**config.mk**
```make
export PLATFORM = sky130hd
export DESIGN_NAME = scan_com_decoder
export DESIGN_NICKNAME = d
export VERILOG_FILES = /design/src/rtl/scan_com_pkg.sv /design/src/rtl/scan_sync.sv /design/src/rtl/scan_com_decoder.sv
export SDC_FILE = /design/constraint.sdc
export NUM_CORES = 1
export LEC_CHECK = 0
export BUFFER_PORTS_ARGS = -buffer_cell sky130_fd_sc_hd__buf_2
export CAP_MARGIN = 20
export CORE_MARGIN = 2
export CORE_UTILIZATION = 51
export DETAILED_ROUTE_END_ITERATION = 8
export PLACE_DENSITY = 0.72
export SLEW_MARGIN = 10
export SYNTH_ARGS = -nofsm -noshare
export SYNTH_HDL_FRONTEND = slang
export SYNTH_HIERARCHICAL = 1
export SYNTH_SLANG_ARGS = --single-unit
```
**constraint.sdc**
```tcl
create_clock -name sysClk -period 2.3 [get_ports sysClk]
set_clock_uncertainty 0.2 [all_clocks]
set_input_delay 0 -clock sysClk [delete_from_list [all_inputs] [get_ports sysClk]]
set_output_delay 0 -clock sysClk [all_outputs]
set_load 0.005 [all_outputs]
```
**src/rtl/scan_com_pkg.sv**
```systemverilog
// rtl/scan_com_pkg.sv - COM codes, slot and FSM types shared by the scan/COM driver and decoder
package scan_com_pkg;

   localparam logic [3:0] COM_DIGIT1 = 4'b0010;
   localparam logic [3:0] COM_DIGIT2 = 4'b0001;

   typedef enum logic [1:0] {NONE, S1, S2} slot_e;

   typedef enum logic [1:0] {WAIT, SETTLE, HOLD, ILLEGAL} state_e;

   function automatic slot_e decode_slot(input logic [3:0] com);
      slot_e slot;
      case (com)
         COM_DIGIT1: slot = S1;
         COM_DIGIT2: slot = S2;
         default:    slot = NONE;
      endcase
      return slot;
   endfunction

endpackage

```
**src/rtl/scan_sync.sv**
```systemverilog
// rtl/scan_sync.sv - multi-stage input synchronizer, parameterised width and depth, resets to 0
module scan_sync #(
   parameter int WIDTH  = 8,
   parameter int STAGES = 2
) (
   input  logic             i_clk,
   input  logic             i_rst_n,
   input  logic [WIDTH-1:0] i_d,
   output logic [WIDTH-1:0] o_q
);

   logic [WIDTH-1:0] r_pipe [STAGES];

   always_ff @(posedge i_clk or negedge i_rst_n) begin
      if (!i_rst_n) begin
         for (int i = 0; i < STAGES; i++) r_pipe[i] <= '0;
      end else begin
         r_pipe[0] <= i_d;
         for (int i = 1; i < STAGES; i++) r_pipe[i] <= r_pipe[i-1];
      end
   end

   assign o_q = r_pipe[STAGES-1];

endmodule

```
**src/rtl/scan_com_decoder.sv**
```systemverilog
// rtl/scan_com_decoder.sv - demultiplexes the scan/COM display bus into two digit registers
// Optional stale-bus timeout enabled by defining SCAN_TIMEOUT_EN.
module scan_com_decoder
   import scan_com_pkg::*;
#(
   parameter int SYNC_STAGES   = 2,
   parameter int SETTLE_CYCLES = 4
`ifdef SCAN_TIMEOUT_EN
   , parameter int TIMEOUT_CYCLES = 4096
`endif
) (
   input  logic       sysClk,
   input  logic       sysRstN,
   input  logic [3:0] COM,
   input  logic [3:0] boundedData,
   output logic [3:0] data1,
   output logic [3:0] data2,
   output logic       frameValid,
   output logic       comError,
   output logic       stale
);

   localparam int CW = $clog2(SETTLE_CYCLES + 1);

   logic [7:0]    w_sync;
   logic [3:0]    w_com_s;
   logic [3:0]    w_data_s;
   logic [7:0]    r_prev;
   slot_e         w_slot;
   logic          w_change;
   state_e        r_state;
   state_e        w_state_nxt;
   logic [CW-1:0] r_cnt;
   logic [CW-1:0] w_cnt_nxt;
   logic          w_reach;
   logic          w_capture;
   logic          w_illegal_hit;
   logic          w_frame;
   logic          w_timeout_hit;
   logic [3:0]    r_shadow1;
   logic [3:0]    r_shadow2;
   logic [3:0]    r_data1;
   logic [3:0]    r_data2;
   logic          r_seen1;
   logic          r_seen2;
   logic          r_frame_valid;
   logic          r_com_error;

   scan_sync #(
      .WIDTH  (8),
      .STAGES (SYNC_STAGES)
   ) u_sync (
      .i_clk   (sysClk),
      .i_rst_n (sysRstN),
      .i_d     ({COM, boundedData}),
      .o_q     (w_sync)
   );

   assign w_com_s  = w_sync[7:4];
   assign w_data_s = w_sync[3:0];
   assign w_slot   = decode_slot(w_com_s);
   assign w_change = (w_sync != r_prev);
   assign w_frame  = r_seen1 && r_seen2;

   always_ff @(posedge sysClk or negedge sysRstN) begin
      if (!sysRstN) r_state <= WAIT;
      else          r_state <= w_state_nxt;
   end

   // The change sample counts as the first of SETTLE_CYCLES identical samples.
   always_comb begin
      w_state_nxt   = r_state;
      w_cnt_nxt     = r_cnt;
      w_reach       = 1'b0;
      w_capture     = 1'b0;
      w_illegal_hit = 1'b0;
      if (w_change) begin
         w_cnt_nxt   = CW'(1);
         w_state_nxt = (w_slot == NONE) ? ILLEGAL : SETTLE;
      end else if ((r_state == SETTLE || r_state == ILLEGAL) && r_cnt != CW'(SETTLE_CYCLES)) begin
         w_cnt_nxt = r_cnt + CW'(1);
      end
      w_reach = (w_state_nxt == SETTLE || w_state_nxt == ILLEGAL) &&
                (w_cnt_nxt == CW'(SETTLE_CYCLES)) && (w_change || r_cnt != w_cnt_nxt);
      if (w_reach) begin
         if (w_state_nxt == SETTLE) begin
            w_capture   = 1'b1;
            w_state_nxt = HOLD;
         end else begin
            w_illegal_hit = 1'b1;
         end
      end
   end

   always_ff @(posedge sysClk or negedge sysRstN) begin
      if (!sysRstN) begin
         r_prev        <= '0;
         r_cnt         <= '0;
         r_shadow1     <= '0;
         r_shadow2     <= '0;
         r_data1       <= '0;
         r_data2       <= '0;
         r_seen1       <= 1'b0;
         r_seen2       <= 1'b0;
         r_frame_valid <= 1'b0;
         r_com_error   <= 1'b0;
      end else begin
         r_prev        <= w_sync;
         r_cnt         <= w_cnt_nxt;
         r_frame_valid <= w_frame;
         r_com_error   <= w_illegal_hit;
         if (w_capture && w_slot == S1) r_shadow1 <= w_data_s;
         if (w_capture && w_slot == S2) r_shadow2 <= w_data_s;
         if (w_frame) begin
            r_data1 <= r_shadow1;
            r_data2 <= r_shadow2;
         end
         r_seen1 <= (r_seen1 && !w_frame && !w_timeout_hit) || (w_capture && w_slot == S1);
         r_seen2 <= (r_seen2 && !w_frame && !w_timeout_hit) || (w_capture && w_slot == S2);
      end
   end

`ifdef SCAN_TIMEOUT_EN
   localparam int TW = $clog2(TIMEOUT_CYCLES + 1);

   logic [TW-1:0] r_to_cnt;
   logic [TW-1:0] w_to_cnt_nxt;
   logic          r_stale;

   always_comb begin
      w_to_cnt_nxt = r_to_cnt;
      if (w_capture)                            w_to_cnt_nxt = '0;
      else if (r_to_cnt != TW'(TIMEOUT_CYCLES)) w_to_cnt_nxt = r_to_cnt + TW'(1);
   end

   assign w_timeout_hit = !w_capture && (w_to_cnt_nxt == TW'(TIMEOUT_CYCLES));

   always_ff @(posedge sysClk or negedge sysRstN) begin
      if (!sysRstN) begin
         r_to_cnt <= '0;
         r_stale  <= 1'b0;
      end else begin
         r_to_cnt <= w_to_cnt_nxt;
         if (w_frame)            r_stale <= 1'b0;
         else if (w_timeout_hit) r_stale <= 1'b1;
      end
   end

   assign stale = r_stale;
`else
   assign w_timeout_hit = 1'b0;
   assign stale         = 1'b0;
`endif

   assign data1      = r_data1;
   assign data2      = r_data2;
   assign frameValid = r_frame_valid;
   assign comError   = r_com_error;

endmodule

```
==> run summary, run 1 <==
Total of max-cap violations -> 0
Grt total ovfl -> 0
P_leak -> 1.10 nW
Worst Path Max Fanout -> 5
Post-synth EDFFs -> 0
Worst IR drop on VDD -> 0.451 mV
CP Data Required Time -> 2.29 ns
Crit path DAT -> 2.36 ns
H-tree Lvls -> 2
Top post-synthesis cells by area -> dfrtp_1, mux2_1, mux2_2
Final WL -> 2870 um
Drt pass-1 iters -> 4
Crit-path leading delay family -> simple AND/OR/NAND/NOR gates
Failing checks -> negative setup slack
Worst Path Buf+Inv -> 1
Number of global-route vias before repair -> 1030
Yosys reg bits -> 49
Slew Limit Fails -> 0
Global placer's final weighted congestion -> 0.791
Worst slew margin -> 66.4%
TritonCTS Buffers -> 5
Worst-path clk slew -> 0.09 ns
Post-Syn Area -> 1900 um^2
Total track usage -> 16.2%
Most used standard cell by instance count after synthesis -> dfrtp_1
Largest net degree at the start of global routing -> 24
Hold Crit Class -> input pin to async pin
Chip Height -> 65.0 um
Post-synthesis sequential area ratio -> 64.6%
Filler cell count in the final layout -> 268
Min cycle time layout -> 2.37 ns
Worst-Skew Late Latency -> 0.31 ns
Core area -> 3610 um^2
Final setup fails -> 8
RSZ-0062 raised after global routing -> yes
Post-Synthesis Cells -> 124
Most common flop cell mapped by yosys -> dfrtp_1
Crit end category -> register
DP Area -> 2060 um^2
Die Wd -> 65.0 um
Row count -> 22
# DRC -> 0
Synth-to-layout area growth -> 21.4%
Hold Slack -> 0.0396 ns
DR vias -> 1017
Slowest stage cell, crit path -> or4b_4
Synth async-reset ratio -> 100%
Slew @ Worst Pin -> 0.500 ns
Syn avg cell area -> 15.3 um^2
Cell accounting for the most synthesized area -> dfrtp_1
CTS root buf -> clkbuf_8
Pwr dens -> 685 nW/um^2
Proportion of netlist area held by the largest area contributor -> 64.6%
Critical path's largest stage delay -> 0.52 ns
Ant diodes -> 0
Clock Path Buffers -> 2
Mean routed wirelength per cell -> 13.9 um
Max frequency -> 422 MHz
Nets -> 169
Reg2Reg Launch Point -> r_cnt[0]$_DFF_PN0_
Post-DRT Antenna Nets -> 0
Share of cells above drive strength 1 -> 38.0%
Syn. warnings -> 6
Top Ports -> 21
Final Cycle Share -> 103%
Status -> complete, but fails checks
Die area -> 4230 um^2
CP Launch Point -> r_cnt[0]$_DFF_PN0_
Final hold vios -> 0
Initial antenna violation count -> 0
Post-DP HPWL -> 1860 um
Post-synth net total -> 136
Final core occ -> 63.9%
Vias per cell -> 4.94
Postcts setup bufs -> 0
Finished Cell Area -> 2300 um^2
Post-synth top cells -> dfrtp_1, buf_4, mux2_1, mux2_2, xor2_1
Initial drt markers -> 18
Worst setup SP type -> register
Count of cell types in the netlist -> 30
CP Cell Sequence -> inv_2 > ha_4 > or4b_4 > a2111oi_4 > nand4_4 > mux2_4
IO Port Bufs -> 19
Initial Util -> 52.6%
CTS sink count -> 49
Kind of critical path -> register to register
Min setup slack post-route -> -0.0707 ns
Clock tree from TritonCTS -> yes
First-pass GRT wire length -> 4890 um
## power by group
| part | leakage, nW | switching (mW) | internal [mW] |
|---|---|---|---|
| registers | 0.614 | 0.0160 | 0.883 |
| clock network | 0.0554 | 0.279 | 0.326 |
| logic | 0.431 | 0.0412 | 0.0320 |
| total | 1.10 | 0.336 | 1.24 |
## path summary, 6_finish.rpt
check / endpoint / slack (ns) / depth (start not counted)
max: r_shadow2[1]$_DFFE_PN0P_ / -0.07 / 6
max in group asynchronous: r_prev[6]$_DFF_PN0_ / 1.17 / 3
min: comError$_DFF_PN0_ / 0.04 / 3
max reg2reg: r_shadow2[1]$_DFFE_PN0P_ / -0.07 / 6
min in group sysClk: u_sync/r_pipe[9]$_DFF_PN0_ / 0.13 / 2
min reg2reg: u_sync/o_q[3]$_DFF_PN0_ / 0.15 / 0
## layout make-up
class	count	area [um^2]	share of cell area, %
tap	48	60.1	2.61
inverter	6	22.5	0.978
clock inverter	2	38.8	1.68
timing repair buffer	35	240	10.4
clock buffer	6	72.6	3.15
sequential	49	1230	53.2
multi-input combinational	60	643	27.9
## cell usage in the layout (no fill, tap or decap), types with 2 or more instances in the layout
| cell | synthesis | layout |
|---|---|---|
| nor4_4 | 2 | 2 |
| nor2_1 | 2 | 2 |
| nor3_1 | 2 | 2 |
| nand4_4 | 1 | 2 |
| nand2_1 | 4 | 4 |
| buf_2 | 0 | 19 |
| dfrtp_1 | 49 | 49 |
| mux2_4 | 0 | 8 |
| mux2_2 | 8 | 8 |
| a2111oi_4 | 2 | 2 |
| inv_1 | 6 | 4 |
| nand2b_1 | 3 | 3 |
| xor2_1 | 8 | 8 |
| a21oi_1 | 2 | 2 |
| buf_4 | 9 | 6 |
| inv_2 | 0 | 2 |
| clkbuf_8 | 0 | 5 |
| dlygate4sd3_1 | 0 | 10 |
| o21ai_1 | 2 | 2 |
## metrics by stage
step / power, mW / cells / setup WS [ns] / TNS (ns)
6_report: 1.58 / 206 / -0.0707 / -0.508
5_1_grt: 1.64 / 206 / -0.135 / -1.03
4_1_cts: 1.59 / 206 / -0.0825 / -0.490
3_5_place_dp: 0.976 / 188 / -0.0660 / -0.330
3_3_place_gp: 0.973 / 188 / -0.0238 / -0.105
2_1_floorplan: 0.953 / 124 / 0.0143 / 0
## timing repair
action,CTS,global route
pin swaps,0,0
hold buffers,10,0
endpoints found under the setup margin,8,8
resized for setup,4,3
endpoints found under the hold margin,57,0
## worst register-to-register path, stage by stage (launching register included)
cell       delay (ns)
dfrtp_1          0.42
inv_2            0.06
ha_4             0.23
or4b_4           0.52
a2111oi_4        0.27
nand4_4          0.20
mux2_4           0.35
## logic make-up after synthesis
group / after synthesis / synth area share, %
compound gates: 10 / 5.74
xor+xnor: 9 / 4.15
fa+ha+maj: 2 / 1.32
buf+inv: 15 / 4.75
flops: 49 / 64.6
mux: 16 / 9.49
other cells: 1 / 0.198
simple gates: 22 / 9.76
## sequential cells by signal (all words and copies together), names as in the netlist, 2 cells and up
register and count:
r_prev 8, u_sync/o_q 8, data2 4, data1 4, r_state 2, r_shadow2 4
r_cnt 3, u_sync/r_pipe 8, r_shadow1 4
## layer usage
| layer | track usage [%] | wire length (um) |
|---|---|---|
| met1 | 21.1 | 1310 |
| met5 | 0 | 0 |
| met2 | 24.6 | 1370 |
| met3 | 6.25 | 137 |
| met4 | 6.38 | 52 |
Power figures use the tool's default switching activity.
==> inputs of run 2 (changes only) <==
Settings changed: CORE_UTILIZATION 51 to 61, PLACE_DENSITY 0.72 to 0.81.
Clock period 2.3 ns to 2.9 ns, I/O delays scaled along.
==> run 2 against run 1 <==
The flow now finishes without violations; largest cell class unchanged; core utilization grew 8.4 points; flip-flop and latch count unchanged; die area is 15% lower; critical path depth unchanged.
==> run summary, run 2 (same netlist as run 1, synthesis figures left out) <==
Hold Crit Start -> COM[3]
Nets -> 164 (-3.0%)
Final setup fails -> 0 (-8)
Min cycle time layout -> 2.67 ns (+0.300 ns)
Slew Limit Fails -> 0 (unchanged)
H-tree Lvls -> 2 (unchanged)
TritonCTS Buffers -> 5 (unchanged)
Kind of critical path -> register to register
CP Data Required Time -> 2.96 ns (+0.67 ns)
Ant diodes -> 0 (unchanged)
Capture point of the worst reg-to-reg path -> r_shadow1[2]$_DFFE_PN0P_
Clock Path Buffers -> 2 (unchanged)
CTS root buf -> clkbuf_4
Initial drt markers -> 17 (-1)
Die Wd -> 59.8 um (-8.0%)
Worst IR drop on VDD -> 0.411 mV (-8.8%)
Final WL -> 2690 um (-6.1%)
Global placer's final weighted congestion -> 0.794 (+0.42%)
Total track usage -> 18.3% (+2.1 points)
Post-DP HPWL -> 1840 um (-0.87%)
Post-DRT Antenna Nets -> 0 (unchanged)
Total of max-cap violations -> 0 (unchanged)
Setup TNS -> 0 ns (+0.508 ns)
IO Port Bufs -> 19 (unchanged)
Initial antenna violation count -> 0 (unchanged)
Finished Cell Area -> 2170 um^2 (-5.8%)
Worst Path Max Fanout -> 5 (unchanged)
Most frequent cells in the layout -> dfrtp_1, buf_2, dlygate4sd3_1
DR vias -> 1004 (-1.3%)
Reg2Reg Launch Point -> r_cnt[0]$_DFF_PN0_
Pwr dens -> 535 nW/um^2 (-22%)
P_leak -> 1.04 nW (-5.3%)
Initial Util -> 63.2% (+11 points)
Most common cell after layout, fill and taps aside -> dfrtp_1
Worst-Skew Late Latency -> 0.36 ns (+0.05 ns)
Share of cells above drive strength 1 -> 28.8% (-9.2 points)
Worst-path clk slew -> 0.13 ns (+0.04 ns)
DP Area -> 1970 um^2 (-4.6%)
Final Cycle Share -> 92.1% (-11 points)
Clock tree from TritonCTS -> yes
Max frequency -> 374 MHz (-11%)
Synth-to-layout area growth -> 14.4%
Worst Hold End -> u_sync/r_pipe[15]$_DFF_PN0_
Chip Height -> 59.8 um (-8.0%)
CTS sink count -> 49 (unchanged)
Worst slew margin -> 61.2% (-5.2 points)
Worst R2R Path Depth -> 6 (unchanged)
Slew @ Worst Pin -> 0.578 ns (+0.0776 ns)
# DRC -> 0 (unchanged)
Vias per cell -> 5.40 (+9.3%)
Worst setup SP type -> register
Hold depth -> 2
Post_cts resized -> 0 (-4)
Hold Crit Class -> input pin to register
Mean routed wirelength per cell -> 14.5 um (+4.0%)
RSZ-0062 raised after global routing -> no
Crit path DAT -> 2.73 ns (+0.37 ns)
Number of global-route vias before repair -> 1026 (-0.39%)
Die area -> 3570 um^2 (-15%)
R2R Setup Slk -> 0.23 ns (+0.30 ns)
Status -> completed
Final hold vios -> 0 (unchanged)
Crit end category -> register
Core area -> 3000 um^2 (-17%)
Row count -> 20 (-9.1%)
Drt pass-1 iters -> 6 (+2)
Largest net degree at the start of global routing -> 50 (+110%)
Grt total ovfl -> 0 (unchanged)
Filler cell count in the final layout -> 205 (-24%)
Top Ports -> 21 (unchanged)
First-pass GRT wire length -> 4610 um (-5.8%)
## run 2: repair_timing
item	4_1_cts	5_1_grt
hold buffers	9	1
setup buffers	0	0
hold endpoints to repair	57	8
## run 2: cell type report
cell class | count | area [um^2] | share of cell area (%)
clock inverter | 3 | 46.3 | 2.13
timing repair buffer | 30 | 215 | 9.91
sequential | 49 | 1230 | 56.5
clock buffer | 5 | 37.5 | 1.73
tap | 33 | 41.3 | 1.90
multi-input combinational | 60 | 582 | 26.8
inverter | 6 | 22.5 | 1.04
## run 2: how the worst max path moves through the flow
stage,from,endpoint,slack (ns)
4_1_cts,r_cnt[0]$_DFF_PN0_,r_shadow1[2]$_DFFE_PN0P_,0.21
6_report,r_cnt[0]$_DFF_PN0_,r_shadow1[2]$_DFFE_PN0P_,0.23
2_1_floorplan,r_cnt[0]$_DFF_PN0_,r_shadow1[0]$_DFFE_PN0P_,0.40
3_5_place_dp,r_cnt[0]$_DFF_PN0_,r_shadow1[2]$_DFFE_PN0P_,0.23
5_1_grt,r_cnt[0]$_DFF_PN0_,r_shadow1[3]$_DFFE_PN0P_,0.11
3_3_place_gp,r_cnt[0]$_DFF_PN0_,r_shadow1[1]$_DFFE_PN0P_,0.29
## run 2: stage by stage
| step | setup slack, ns | cells | power, mW | hold WS, ns | utilization (%) |
|---|---|---|---|---|---|
| finish | 0.229 | 186 | 1.16 | 0.0615 | 72.3 |
| global route | 0.112 | 186 | 1.22 | 0.0251 | 72.3 |
| CTS | 0.210 | 184 | 1.17 | 0.0426 | 71.3 |
| detailed placement | 0.227 | 167 | 0.771 | -0.0903 | 65.5 |
| global placement | 0.286 | 167 | 0.768 | -0.0926 | 65.5 |
| floorplan | 0.400 | 124 | 0.755 | -0.496 | - |
## run 2: per-layer routing
layer  vias up  global-route usage (%)  share of wire [%]
met5         -                       0                  0
li1        469                       -                  -
met1       508                    21.4                 42
met3         8                    6.49                3.7
met2        19                    30.0                 52
met4         0                    8.57                2.1
## run 2: where the power goes
part | internal (mW) | leakage, nW | switching, mW | total, mW
registers | 0.701 | 0.614 | 0.0126 | 0.713
clock network | 0.183 | 0.0414 | 0.209 | 0.391
logic | 0.0252 | 0.386 | 0.0313 | 0.0565
## run 2: critical path, stage by stage, from the launching register on
cell	delay, ns
dfrtp_1	0.42
inv_1	0.06
ha_1	0.33
or4b_4	0.59
a2111oi_4	0.36
nand4_2	0.23
mux2_1	0.38
